**config.mk**
```make
export PLATFORM = sky130hd
export DESIGN_NAME = alu_seq_ctrl_flat
export DESIGN_NICKNAME = d
export VERILOG_FILES = /design/src/rtl/alu_seq_pkg.sv /design/src/rtl/alu_seq_ctrl_if.sv /design/src/rtl/alu_seq_ctrl_add16_slice.sv /design/src/rtl/alu_seq_ctrl.sv /design/src/flat_wrapper.sv
export SDC_FILE = /design/constraint.sdc
export NUM_CORES = 1
export LEC_CHECK = 0
export ABC_AREA = 1
export CAP_MARGIN = 40
export CORE_MARGIN = 3
export CORE_UTILIZATION = 56
export CTS_CLUSTER_DIAMETER = 120
export DETAILED_ROUTE_END_ITERATION = 8
export GPL_TIMING_DRIVEN = 0
export PLACE_DENSITY = 0.95
export RECOVER_POWER = 25
export SETUP_SLACK_MARGIN = 0.4
export SLEW_MARGIN = 5
export SYNTH_ARGS = -nofsm -noshare
export SYNTH_HDL_FRONTEND = slang
export SYNTH_HIERARCHICAL = 1
export SYNTH_SLANG_ARGS = --single-unit
export TNS_END_PERCENT = 5
```
**constraint.sdc**
```tcl
create_clock -name clk -period 8.25 [get_ports clk]
set_input_delay 1.2375 -clock clk [delete_from_list [all_inputs] [get_ports clk]]
set_output_delay 1.2375 -clock clk [all_outputs]
set_load 0.005 [all_outputs]
```
**src/rtl/alu_seq_pkg.sv**
```systemverilog
// Shared types and constants for the multi-cycle wide add/subtract sequencer.
package alu_seq_pkg;

  // Default slice width and number of slices per operand
  localparam int DEF_W      = 16;
  localparam int DEF_NSLICE = 4;

  // Controller state encoding
  typedef enum logic [1:0] {
    IDLE = 2'd0,
    RUN  = 2'd1,
    DONE = 2'd2
  } state_t;

  // Bit positions when the five flags are packed into a status word
  localparam int FLAG_PARITY   = 0;
  localparam int FLAG_CARRY    = 1;
  localparam int FLAG_OVERFLOW = 2;
  localparam int FLAG_ZERO     = 3;
  localparam int FLAG_SIGN     = 4;
  localparam int FLAG_COUNT    = 5;

endpackage

```
**src/rtl/alu_seq_ctrl_if.sv**
```systemverilog
// Producer/consumer handshake bundle for alu_seq_ctrl.
interface alu_seq_ctrl_if #(
  parameter int N = alu_seq_pkg::DEF_W * alu_seq_pkg::DEF_NSLICE
) ();
  logic         in_valid;
  logic         in_ready;
  logic [N-1:0] a;
  logic [N-1:0] b;
  logic         op;
  logic         out_valid;
  logic         out_ready;
  logic [N-1:0] sum;
  logic         sign;
  logic         zero;
  logic         overflow;
  logic         carry;
  logic         parity;

  // Side that drives operands and consumes results
  modport master (
    output in_valid, a, b, op, out_ready,
    input  in_ready, out_valid, sum, sign, zero, overflow, carry, parity
  );

  // The sequencer itself
  modport slave (
    input  in_valid, a, b, op, out_ready,
    output in_ready, out_valid, sum, sign, zero, overflow, carry, parity
  );
endinterface

```
**src/rtl/alu_seq_ctrl_add16_slice.sv**
```systemverilog
// One W-bit combinational adder slice; also exposes the carry into the MSB
// so the controller can derive signed overflow of the top slice.
module add16_slice #(
  parameter int W = alu_seq_pkg::DEF_W
) (
  input  logic [W-1:0] x,
  input  logic [W-1:0] y,
  input  logic         cin,
  output logic [W-1:0] s,
  output logic         cout,
  output logic         c_msb
);
  logic [W-1:0] low_sum;
  logic [1:0]   high_sum;

  // Add the lower W-1 bits first to expose the carry into the MSB, then the MSB
  always_comb begin
    low_sum  = {1'b0, x[W-2:0]} + {1'b0, y[W-2:0]} + {{(W-1){1'b0}}, cin};
    c_msb    = low_sum[W-1];
    high_sum = {1'b0, x[W-1]} + {1'b0, y[W-1]} + {1'b0, c_msb};
    s        = {high_sum[0], low_sum[W-2:0]};
    cout     = high_sum[1];
  end
endmodule

```
**src/rtl/alu_seq_ctrl.sv**
```systemverilog
// Wide add/subtract sequencer: routes an N-bit operation through a single
// W-bit adder slice one word per clock, LSB word first, and aggregates the
// full-width status flags along the way.
module alu_seq_ctrl
  import alu_seq_pkg::*;
#(
  parameter int W      = DEF_W,
  parameter int NSLICE = DEF_NSLICE
) (
  input logic          clk,
  input logic          rst_n,
  alu_seq_ctrl_if.slave bus
);
  localparam int IDXW = (NSLICE > 1) ? $clog2(NSLICE) : 1;

  // Odd-parity of one result word
  function automatic logic word_parity(input logic [W-1:0] w);
    return ^w;
  endfunction

  state_t                     state_r;
  state_t                     state_nxt;
  logic [IDXW-1:0]            idx_r;
  logic [NSLICE-1:0][W-1:0]   a_r;
  logic [NSLICE-1:0][W-1:0]   b_r;
  logic                       op_r;
  logic                       carry_r;
  logic                       zero_acc_r;
  logic                       par_acc_r;
  logic [NSLICE-1:0][W-1:0]   sum_r;
  logic [FLAG_COUNT-1:0]      flags_r;

  logic                       accept_s;
  logic                       last_s;
  logic [W-1:0]               slice_x_s;
  logic [W-1:0]               slice_y_s;
  logic [W-1:0]               slice_s;
  logic                       slice_cout_s;
  logic                       slice_cmsb_s;
  logic                       word_zero_s;

  add16_slice #(.W(W)) u_slice (
    .x     (slice_x_s),
    .y     (slice_y_s),
    .cin   (carry_r),
    .s     (slice_s),
    .cout  (slice_cout_s),
    .c_msb (slice_cmsb_s)
  );

  // Word select for the shared slice; subtract feeds the inverted b word
  always_comb begin
    accept_s    = (state_r == IDLE) && bus.in_valid;
    last_s      = (idx_r == IDXW'(NSLICE - 1));
    slice_x_s   = a_r[idx_r];
    slice_y_s   = op_r ? ~b_r[idx_r] : b_r[idx_r];
    word_zero_s = (slice_s == {W{1'b0}});
  end

  // FSM state register
  always_ff @(posedge clk or negedge rst_n) begin
    if (!rst_n) begin
      state_r <= IDLE;
    end else begin
      state_r <= state_nxt;
    end
  end

  // FSM next-state decode
  always_comb begin
    state_nxt = state_r;
    case (state_r)
      IDLE: begin
        if (bus.in_valid) state_nxt = RUN;
        else              state_nxt = IDLE;
      end
      RUN: begin
        if (last_s) state_nxt = DONE;
        else        state_nxt = RUN;
      end
      DONE: begin
        if (bus.out_ready) state_nxt = IDLE;
        else               state_nxt = DONE;
      end
      default: state_nxt = IDLE;
    endcase
  end

  // Operand capture, word-by-word result build-up and flag accumulation
  always_ff @(posedge clk or negedge rst_n) begin
    if (!rst_n) begin
      idx_r      <= {IDXW{1'b0}};
      a_r        <= '0;
      b_r        <= '0;
      op_r       <= 1'b0;
      carry_r    <= 1'b0;
      zero_acc_r <= 1'b1;
      par_acc_r  <= 1'b0;
      sum_r      <= '0;
      flags_r    <= {FLAG_COUNT{1'b0}};
    end else if (accept_s) begin
      a_r        <= bus.a;
      b_r        <= bus.b;
      op_r       <= bus.op;
      carry_r    <= bus.op;
      idx_r      <= {IDXW{1'b0}};
      zero_acc_r <= 1'b1;
      par_acc_r  <= 1'b0;
    end else if (state_r == RUN) begin
      sum_r[idx_r] <= slice_s;
      carry_r      <= slice_cout_s;
      zero_acc_r   <= zero_acc_r & word_zero_s;
      par_acc_r    <= par_acc_r ^ word_parity(slice_s);
      if (last_s) begin
        flags_r[FLAG_SIGN]     <= slice_s[W-1];
        flags_r[FLAG_ZERO]     <= zero_acc_r & word_zero_s;
        flags_r[FLAG_CARRY]    <= slice_cout_s;
        flags_r[FLAG_OVERFLOW] <= slice_cmsb_s ^ slice_cout_s;
        flags_r[FLAG_PARITY]   <= par_acc_r ^ word_parity(slice_s);
      end else begin
        idx_r <= idx_r + IDXW'(1);
      end
    end
  end

  // Handshake status and result outputs, all taken from registers
  always_comb begin
    bus.in_ready  = (state_r == IDLE);
    bus.out_valid = (state_r == DONE);
    bus.sum       = sum_r;
    bus.sign      = flags_r[FLAG_SIGN];
    bus.zero      = flags_r[FLAG_ZERO];
    bus.overflow  = flags_r[FLAG_OVERFLOW];
    bus.carry     = flags_r[FLAG_CARRY];
    bus.parity    = flags_r[FLAG_PARITY];
  end

endmodule
```
**src/flat_wrapper.sv**
```systemverilog
// flat-port wrapper written by rule: the top's interface ports become plain ports
module alu_seq_ctrl_flat import alu_seq_pkg::*;
#(
  parameter int W      = DEF_W,
  parameter int NSLICE = DEF_NSLICE
)
  (clk, rst_n, bus_in_valid, bus_a, bus_b, bus_op, bus_out_ready, bus_in_ready, bus_out_valid, bus_sum, bus_sign, bus_zero, bus_overflow, bus_carry, bus_parity);
  alu_seq_ctrl_if bus_i ();
  input logic clk;
  input logic rst_n;
  input wire logic [$bits(bus_i.in_valid)-1:0] bus_in_valid;
  input wire logic [$bits(bus_i.a)-1:0] bus_a;
  input wire logic [$bits(bus_i.b)-1:0] bus_b;
  input wire logic [$bits(bus_i.op)-1:0] bus_op;
  input wire logic [$bits(bus_i.out_ready)-1:0] bus_out_ready;
  output wire logic [$bits(bus_i.in_ready)-1:0] bus_in_ready;
  output wire logic [$bits(bus_i.out_valid)-1:0] bus_out_valid;
  output wire logic [$bits(bus_i.sum)-1:0] bus_sum;
  output wire logic [$bits(bus_i.sign)-1:0] bus_sign;
  output wire logic [$bits(bus_i.zero)-1:0] bus_zero;
  output wire logic [$bits(bus_i.overflow)-1:0] bus_overflow;
  output wire logic [$bits(bus_i.carry)-1:0] bus_carry;
  output wire logic [$bits(bus_i.parity)-1:0] bus_parity;
  assign bus_i.in_valid = bus_in_valid;
  assign bus_i.a = bus_a;
  assign bus_i.b = bus_b;
  assign bus_i.op = bus_op;
  assign bus_i.out_ready = bus_out_ready;
  assign bus_in_ready = bus_i.in_ready;
  assign bus_out_valid = bus_i.out_valid;
  assign bus_sum = bus_i.sum;
  assign bus_sign = bus_i.sign;
  assign bus_zero = bus_i.zero;
  assign bus_overflow = bus_i.overflow;
  assign bus_carry = bus_i.carry;
  assign bus_parity = bus_i.parity;
  alu_seq_ctrl #(.W(W), .NSLICE(NSLICE)) u_core (.clk(clk), .rst_n(rst_n), .bus(bus_i));
endmodule
```
; ---- Yosys cells after proc, flatten, opt, wreduce, memory -nomap -nowiden
; Cells that the tools add are included.
[op_classes]
n_addsub = 5
n_lt_le_gt_ge = 2
n_eq_ne = 4
n_mux = 21
bitwise = 5
reduce_logical = 9
[ops]
columns = cell, count
row1 = $bmux W16 S2, 2
row2 = $bwmux W64, 1
row3 = $mux W16, 4
row4 = $demux W16 S2, 1
row5 = $add A15 B15 Y16, 1
row6 = $add A16 B1 Y16, 1
row7 = $logic_not A16 Y1, 1
row8 = $not A16 Y16, 1
row9 = $reduce_xor A16 Y1, 1
row10 = $mux W2, 5
row11 = $mux W1, 7
row12 = $pmux W2 S3, 1
row13 = $eq A2 B2 Y1 const B, 2
row14 = $reduce_and A2 Y1, 2
row15 = $lt A2 B3 Y1 const B, 1
row16 = $reduce_and A3 Y1, 1
row17 = $add A1 B1 Y2, 1
row18 = $add A2 B1 Y2, 1
row19 = $add A2 B1 Y2 const B, 1
row20 = $eq A2 B1 Y1 const B, 1
row21 = $ge A2 B1 Y1 const B, 1
row22 = $logic_and A1 B1 Y1, 2
row23 = $logic_not A2 Y1, 1
row24 = $ne A2 B1 Y1 const B, 1
row25 = 4 further kinds, 5
[word_totals]
ff_bits = 205
input_bits = 133
output_inout_bits = 71
elab_cells = 65

; ---- Logic depth before layout (Yosys ltp)
; Gate-level depths: netlist of the first run.
[depth]
ltp_word = 11
depth_mapped = 27
mapped_depth_nobuf = 26

; ---- By module
; Netlist of the first run, hierarchy kept.
[by_module_without_submodules]
columns = module, n_inst, cells_per_inst, area_each_um2
row1 = alu_seq_ctrl, 1, 1071, 8979.9
row2 = add16_slice, 1, 187, 1022.2

; ---- Least setup slack after synthesis of the first run
; No wires, ideal clock.
[synth_timing]
path_kind = flip-flop to flip-flop
start = register u_core.idx_r[0]
end = register u_core.par_acc_r
arrival_ns = 3.419
required_time_ns = 8.133
path_slack_ns = 4.715
path_stages_with_launch = 26
n_path_buf = 1
period_less_slack_ns = 3.535
cell_sequence = dfrtp_1 > inv_1 > clkbuf_1 > nor2_1 > o22ai_1 > xor2_1 > fa_1 > nand3_1 > nand3_1 > nand3_1 > nand3_2 > a21boi_1 > fa_1 > inv_1 > inv_1 > ha_1 > inv_1 > nand2_1 > nand2_1 > nand2_1 > nand3_1 > nand2_1 > nand2_1 > nand2_1 > nand2_1 > nand2_1
[synth_via]
elab_chain_len = 11
word_cells_on_any_way = 14
[synth_rtl]
columns = item, line_no
row1 = start: declaration, alu_seq_ctrl.sv:23  ; logic [IDXW-1:0] idx_r;
row2 = start signal: assignment, alu_seq_ctrl.sv:92  ; idx_r <= {IDXW{1'b0}};
row3 = start signal: assignment, alu_seq_ctrl.sv:106  ; idx_r <= {IDXW{1'b0}};
row4 = start signal: assignment, alu_seq_ctrl.sv:121  ; idx_r <= idx_r + IDXW'(1);
row5 = $bmux W16 S2 *, alu_seq_ctrl.sv:56  ; slice_y_s = op_r ? ~b_r[idx_r] : b_r[idx_r];
row6 = $mux W16 (not written as such) *, alu_seq_ctrl.sv:56
row7 = $not A16 Y16, alu_seq_ctrl.sv:56
row8 = $mux W16 *, alu_seq_ctrl.sv:56
row9 = named net u_core.slice_y_s[0], alu_seq_ctrl.sv:36  ; logic [W-1:0] slice_y_s;
row10 = $add A15 B15 Y16 *, alu_seq_ctrl_add16_slice.sv:18  ; low_sum = {1'b0, x[W-2:0]} + {1'b0, y[W-2:0]} + {{(W-1){1'b0}}, cin};
row11 = $add A16 B1 Y16 *, alu_seq_ctrl_add16_slice.sv:18
row12 = $add A2 B1 Y2 *, alu_seq_ctrl_add16_slice.sv:20  ; high_sum = {1'b0, x[W-1]} + {1'b0, y[W-1]} + {1'b0, c_msb};
row13 = named net u_core.slice_s[15], alu_seq_ctrl.sv:37  ; logic [W-1:0] slice_s;
row14 = $reduce_xor A16 Y1 *, alu_seq_ctrl.sv:18  ; return ^w;
row15 = $xor A1 B1 Y1 *, alu_seq_ctrl.sv:113  ; par_acc_r <= par_acc_r ^ word_parity(slice_s);
row16 = $mux W1 *, alu_seq_ctrl.sv:109  ; end else if (state_r == RUN) begin
row17 = $mux W1 *, alu_seq_ctrl.sv:101  ; end else if (accept_s) begin
row18 = end signal: assignment, alu_seq_ctrl.sv:113
row19 = end: declaration, alu_seq_ctrl.sv:29  ; logic par_acc_r;
; Mark *: on every way through the listed nets, which the timed path passes. The rest lies on a longest branch. The select of a mux whose other input is x is not followed.
; A chain may end at the register's enable or synchronous reset.

; ---- Worst setup path after layout of the first run
[layout_timing]
start = register u_core.idx_r[0]
end = register u_core.flags_r[0]
[layout_via]
word_cells_on_any_way = 14
[layout_lines]
columns = item, line_no
row1 = $bmux W16 S2, alu_seq_ctrl.sv:55  ; slice_x_s = a_r[idx_r];
row2 = $mux W16 (not written as such), alu_seq_ctrl.sv:55
row3 = named net u_core.slice_x_s[4], alu_seq_ctrl.sv:35  ; logic [W-1:0] slice_x_s;
row4 = $add A15 B15 Y16, alu_seq_ctrl_add16_slice.sv:18
row5 = $add A16 B1 Y16, alu_seq_ctrl_add16_slice.sv:18
row6 = $add A2 B1 Y2, alu_seq_ctrl_add16_slice.sv:20
row7 = named net u_core.slice_s[15], alu_seq_ctrl.sv:37
row8 = $reduce_xor A16 Y1, alu_seq_ctrl.sv:18
row9 = $xor A1 B1 Y1, alu_seq_ctrl.sv:119  ; flags_r[FLAG_PARITY] <= par_acc_r ^ word_parity(slice_s);
row10 = end signal: indexed assignment, alu_seq_ctrl.sv:117  ; flags_r[FLAG_CARRY] <= slice_cout_s;
row11 = end signal: indexed assignment, alu_seq_ctrl.sv:118  ; flags_r[FLAG_OVERFLOW] <= slice_cmsb_s ^ slice_cout_s;
row12 = end signal: indexed assignment, alu_seq_ctrl.sv:119
row13 = end: declaration, alu_seq_ctrl.sv:31  ; logic [FLAG_COUNT-1:0] flags_r;
; The timed path passes the listed nets, and every way through them passes these cells. The select of a mux whose other input is x is not followed.

==> results of run 1 <==
cell type report:
| type | count | area, um2 |
|---|---|---|
| well taps | 225 | 282 |
| flip-flops and latches | 205 | 5130 |
| plain buffers | 63 | 338 |
| inverters | 74 | 278 |
| clock buffers | 31 | 613 |
| multi-input cells | 916 | 4250 |
| clock inverters | 4 | 22.5 |
| fillers | 1232 | 4440 |
| repair buffers | 204 | 2060 |
synth_stat cells:
library cell  instances  share of area [%]
a21boi_1              1              0.075
xor2_1               22                1.9
dfstp_2               1               0.26
a21oi_1               5               0.25
dfrtp_1             204                 51
o21ai_1              13               0.65
a21oi_2               1              0.088
nand3_1              15               0.75
buf_2                31                1.6
inv_1                68                2.6
o22ai_1              32                2.0
and2_1                1              0.063
nand3_2               3               0.30
clkbuf_2              2               0.10
fa_1                  3               0.60
nor2_2                5               0.31
or2_2                 1              0.063
ha_1                 26                3.3
clkbuf_1             16               0.60
o21ai_0             120                6.0
buf_4                12               0.90
nand4_1               5               0.31
nand2_2              14               0.88
inv_2                 6               0.23
o31ai_1               1              0.075
nor3_2                2               0.20
or2_1                 1              0.063
nor2_4                1               0.11
nor2_1               74                2.8
xnor2_1               5               0.44
buf_6                 2               0.23
nand2_1             564                 21
o21bai_4              1               0.19
worst min-delay path: cells and delay by family, from the launching register on:
kind             cells  cell delay [ns]
flip-flops           1             0.37
AND/OR/NAND/NOR      2             0.10
sequential cells by signal, indices dropped and copies added, names as in the netlist:
register and count:
u_core/carry_r 1, u_core/zero_acc_r 1, u_core/op_r 1, u_core/b_r 64, u_core/a_r 64, u_core/par_acc_r 1
u_core/bus.sum 64, u_core/state_r 2, u_core/idx_r 2, u_core/flags_r 5
layer usage:
metal | share of wire [%] | track usage, %
met1 | 37 | 40.3
met2 | 48 | 51.7
met3 | 10 | 5.40
met4 | 4.6 | 12.3
met5 | 0 | 0
cells by family (layout without fill, tap and decap cells):
| group | after synthesis | count (layout) | synth area share (%) |
|---|---|---|---|
| xor gates and xnor gates | 27 | 27 | 2.36 |
| adders and majority gates | 29 | 29 | 3.85 |
| AOI/OAI and AO/OA | 174 | 174 | 9.33 |
| DFF | 205 | 205 | 51.3 |
| buffers and inverters | 137 | 376 | 6.15 |
| and+or+nand+nor | 686 | 686 | 27.0 |
worst paths after layout:
| path | startpoint | to | depth (start not counted) |
|---|---|---|---|
| setup / recovery | u_core/idx_r[0] | u_core/flags_r[0] | 27 |
| hold / removal | u_core/zero_acc_r | u_core/zero_acc_r | 2 |
| setup reg to reg | u_core/idx_r[0] | u_core/flags_r[0] | 27 |
| hold reg to reg | u_core/zero_acc_r | u_core/zero_acc_r | 2 |
| max in group asynchronous | rst_n | u_core/a_r[44] | 2 |
| min in group asynchronous | rst_n | u_core/bus.sum[20] | 1 |
placed cells by master (no fill, tap or decap), types with 6 or more instances in the layout:
master | netlist | routed
o21ai_1 | 13 | 13
nor2_1 | 74 | 75
nand3_1 | 15 | 15
clkdlybuf4s50_1 | 0 | 202
clkbuf_1 | 16 | 21
ha_1 | 26 | 26
inv_2 | 6 | 6
buf_2 | 31 | 31
o22ai_1 | 32 | 32
clkbuf_16 | 0 | 21
nand2_2 | 14 | 13
inv_1 | 68 | 68
dfrtp_1 | 204 | 204
xor2_1 | 22 | 22
o21ai_0 | 120 | 120
nand2_1 | 564 | 565
buf_4 | 12 | 12
metrics by stage:
| step | util [%] | hold slack [ns] |
|---|---|---|
| finish | 74.5 | 0.470 |
| global route | 74.5 | 0.477 |
| CTS | 74.5 | 0.466 |
| detailed placement | 70.9 | 0.456 |
| global placement | 70.7 | 0.453 |
| floorplan | - | 0.442 |
==> flow_summary.toml, run 1 <==
[setup_path]
crit_top_cell = "nand2_1"
end_kind = "flop"
worstPathRequired_ns = 8.63
worstPathArrival_ns = 5.01
start_kind = "flop"
cpPeakStageDelay_ns = 0.48
worstSetupPathType = "flop to flop"
critPathSlowestCell = "fa_1"
critPathTopFamily = "adder cells"
rrSetupSlack_ns = 3.62
path_max_fanout = 10
crit_buf_inv = 6

[timing]
slew_headroom_pct = 48.5
min_period_over_period_pct = 56.1
slew_violations = 0
fmax_mhz = 216
worstMarginPinSlew_ns = 0.773
final.setup.tns_ns = 0
finalSetupViolations = 0
finClkSkew_ns = 0.00906
fin_ws_ns = 3.62
post-route-min-period_ns = 4.63
hold_violations = 0
rsz0062_at_grt = "false"

[route]
drt-initial-drc-count = 1115
antenna_left = 0
finalWirelength_um = 31100
vias = 9804
viasPerCell = 5.69
wl_per_cell_um = 18.1
firstDrtPassIters = 9
post-route-drc-count = 0

[synthesis]
avgSynthCellArea_um2 = 7.95
yosysWarnings = 6
netlist_area_um2 = 10000
synthCells = 1258
yosysUniqueCellTypes = 33
ys_ff_latch = 205
synth_nets = 1420
yosysSeqAreaShare_pct = 51.3

[clock_tree]
clkTransAtPathRegs_ns = 0.06
cts-root-buf = "clkbuf_16"
ctsHoldBuffers = 0
htreeDepth = 1
post-cts-setup-buffers = 0
cts_resized = 0
cts_num_sinks = 205
cts_tree = "yes"
cts_buffers = 21
clockBufferDepth = 3
insertion_delay_ns = 0.50

[run]
cap_violations = 0

[grt]
grt_usage_pct = 30.9
antenna_found_initial = 0
grt-ovfl-total = 0
grt_max_degree = 106
grt_pass1_wl_um = 48700
grt_pass1_vias = 9405

[place]
dp_cells = 1687
io_buffers = 203
placed_cell_area_um2 = 12300
pre_cts_ws_ns = 3.88
hpwlAfterDp_um = 22500
gp_congestion = 0.922

[die]
core_um2 = 17400
num_rows = 48
die_h_um = 140
boundaryPins = 204
initial_core_util_pct = 57.4
die_area_um2 = 19500
die_w_um = 140

[final_layout]
syn2layout_area_growth_pct = 29.7
final_nets = 1647
drive_gt1_share_pct = 7.48
fin_area_um2 = 13000
instances_no_fill = 1722
antenna_cells = 0

[hold_path]
hold_path_class = "flop to flop"

[outcome]
status = "complete, no violations"
Power of run 1 is not shown: default switching activity piles up to over one toggle a cycle in this logic, so the estimate is an artifact.
==> run 2, diff against run 1 <==
--- a/config.mk
+++ b/config.mk
@@ -8,11 +8,11 @@
 export ABC_AREA = 1
 export CAP_MARGIN = 40
 export CORE_MARGIN = 3
-export CORE_UTILIZATION = 56
+export CORE_UTILIZATION = 52
 export CTS_CLUSTER_DIAMETER = 120
 export DETAILED_ROUTE_END_ITERATION = 8
 export GPL_TIMING_DRIVEN = 0
-export PLACE_DENSITY = 0.95
+export PLACE_DENSITY = 0.9
 export RECOVER_POWER = 25
 export SETUP_SLACK_MARGIN = 0.4
 export SLEW_MARGIN = 5
==> constraint.sdc (replaced) <==
create_clock -name clk -period 4.7 [get_ports clk]
set_input_delay 0.705 -clock clk [delete_from_list [all_inputs] [get_ports clk]]
set_output_delay 0.705 -clock clk [all_outputs]
set_load 0.005 [all_outputs]
==> run 2 against run 1 <==
The flow now finishes with violations (capacitance limit, slew limit). Cell count grew 2.5%. Utilization shrank 3.6 points. Highest routed layer unchanged. Critical endpoint unchanged. First-iteration DRC count shrank 14%.
==> flow_summary.toml, run 2 (same netlist as run 1, synthesis figures left out) <==
[outcome]
status = "finished with violations"
violations = "capacitance limit, slew limit"

[setup_path]
worstPathArrival_ns = 4.60
critPathSlowestCell = "dfrtp_1"
path_max_fanout = 10
crit_top_cell = "nand2_1"
critPathTopFamily = "adder cells"
end_kind = "flop"
worstPathRequired_ns = 5.09
start_kind = "flop"
worstSetupPathType = "flop to flop"
rrSetupSlack_ns = 0.48
crit_buf_inv = 4
cp_cell_sequence = "clkbuf_1 > o21ai_0 > o22ai_2 > ha_2 > nand2_1 > nand2_1 > a21oi_2 > nand3_2 > a21boi_2 > fa_1 > inv_1 > inv_1 > ha_1 > inv_1 > nand2_1 > nand2_1 > nand2_1 > nand3_1 > nand2_1 > nand2_1 > nand2_1 > nand2_1 > nand2_1"
cpPeakStageDelay_ns = 0.60

[place]
io_buffers = 203
hpwlAfterDp_um = 21700
gp_congestion = 0.952

[clock_tree]
htreeDepth = 1
cts-root-buf = "clkbuf_16"
cts_tree = "yes"
clkTransAtPathRegs_ns = 0.06
clockBufferDepth = 3
cts_buffers = 22
insertion_delay_ns = 0.51
cts_num_sinks = 205
ctsHoldBuffers = 0

[grt]
grt_max_degree = 107
grt-ovfl-total = 0
grt_pass1_vias = 9338
antenna_found_initial = 0
grt_usage_pct = 28.7
grt_pass1_wl_um = 47300

[die]
boundaryPins = 204
die_area_um2 = 20900
die_w_um = 145
num_rows = 50
core_um2 = 18800
die_h_um = 145
initial_core_util_pct = 53.1

[final_layout]
final_common_cell = "nand2_1"
final_nets = 1651
antenna_cells = 0
drive_gt1_share_pct = 10.4
syn2layout_area_growth_pct = 33.5
utilization_pct = 70.9
final_cell_mix = "564 x nand2_1, 203 x dfrtp_1, 202 x clkdlybuf4s50_1"

[route]
antenna_left = 0
met3_length_um = 2850
vias = 9680
wl_met1_um = 11600
finalWirelength_um = 30300
top_layer_used = "met4"
wl_per_cell_um = 17.2
firstDrtPassIters = 6
wl_met2_um = 14200
post-route-drc-count = 0
drt-initial-drc-count = 958
viasPerCell = 5.48

[timing]
fmax_mhz = 237
post-route-min-period_ns = 4.22
hold_violations = 0
finalSetupViolations = 0
rsz0062_at_grt = "false"
min_period_over_period_pct = 89.7
worstMarginPinSlew_ns = 2.45
finClkSkew_ns = 0.0138
slew_headroom_pct = -63.1
slew_violations = 101

[run]
cap_violations = 1

[hold_path]
hold_path_class = "flop to flop"
-- run 2: cell types whose count changed in the layout (fill, tap and decap cells not counted), sizes merged --
cell	change
clkinv	-1
bufinv	+2
buf	+3
clkinvlp	+1
clkbuf	+3
-- run 2: timing repair --
| action | CTS | global route |
|---|---|---|
| buffers inserted | 0 | 3 |
| pin swaps | 0 | 5 |
| gates resized for setup | 4 | 81 |
| endpoints found under the setup margin | 2 | 2 |
-- run 2: final cells by class --
type / count / area (um2)
Clock buffer: 34 / 687
Buffer: 63 / 399
Inverter: 74 / 280
Timing Repair Buffer: 207 / 2060
Sequential cell: 205 / 5130
Fill cell: 1368 / 5480
Multi-Input combinational cell: 916 / 4380
Tap cell: 260 / 325
Clock inverter: 6 / 85.1
-- run 2: worst register-to-register path: stages, from the launching register on --
cell and delay, ns:
dfrtp_1 0.60, clkbuf_1 0.35, o21ai_0 0.24, o22ai_2 0.27
ha_2 0.38, nand2_1 0.08, nand2_1 0.10, a21oi_2 0.21
nand3_2 0.12, a21boi_2 0.15, fa_1 0.44, inv_1 0.10
inv_1 0.08, ha_1 0.32, inv_1 0.08, nand2_1 0.05
nand2_1 0.07, nand2_1 0.06, nand3_1 0.10, nand2_1 0.07
nand2_1 0.07, nand2_1 0.06, nand2_1 0.07, nand2_1 0.05
-- run 2: layer usage --
layer,track usage (%),vias up
met1,37.1,4526
met3,5.55,120
met5,0,-
li1,-,4414
met2,47.1,620
met4,13.0,0
-- run 2: final timing paths --
| path | startpoint | to | depth (start not counted) |
|---|---|---|---|
| setup / recovery | u_core/idx_r[1] | u_core/flags_r[0] | 23 |
| hold / removal | u_core/zero_acc_r | u_core/zero_acc_r | 2 |
| setup reg to reg | u_core/idx_r[1] | u_core/flags_r[0] | 23 |
| hold reg to reg | u_core/zero_acc_r | u_core/zero_acc_r | 2 |
| max in group asynchronous | rst_n | u_core/a_r[19] | 2 |
| min in group asynchronous | rst_n | u_core/bus.sum[26] | 1 |
-- run 2: stage by stage --
stage          hold slack (ns)  worst slack (ns)  cell area [um2]  TNS [ns]  instances
2_1_floorplan            0.409              1.16            10000         0       1258
3_3_place_gp             0.454             -5.18            12400  -1055.23       1721
3_5_place_dp             0.456             0.336            12400         0       1722
4_1_cts                  0.254             0.403            13200         0       1762
5_1_grt                  0.490             0.262            13400         0       1765
6_report                 0.470             0.484            13400         0       1765
Power of run 2 is left out for the same reason.
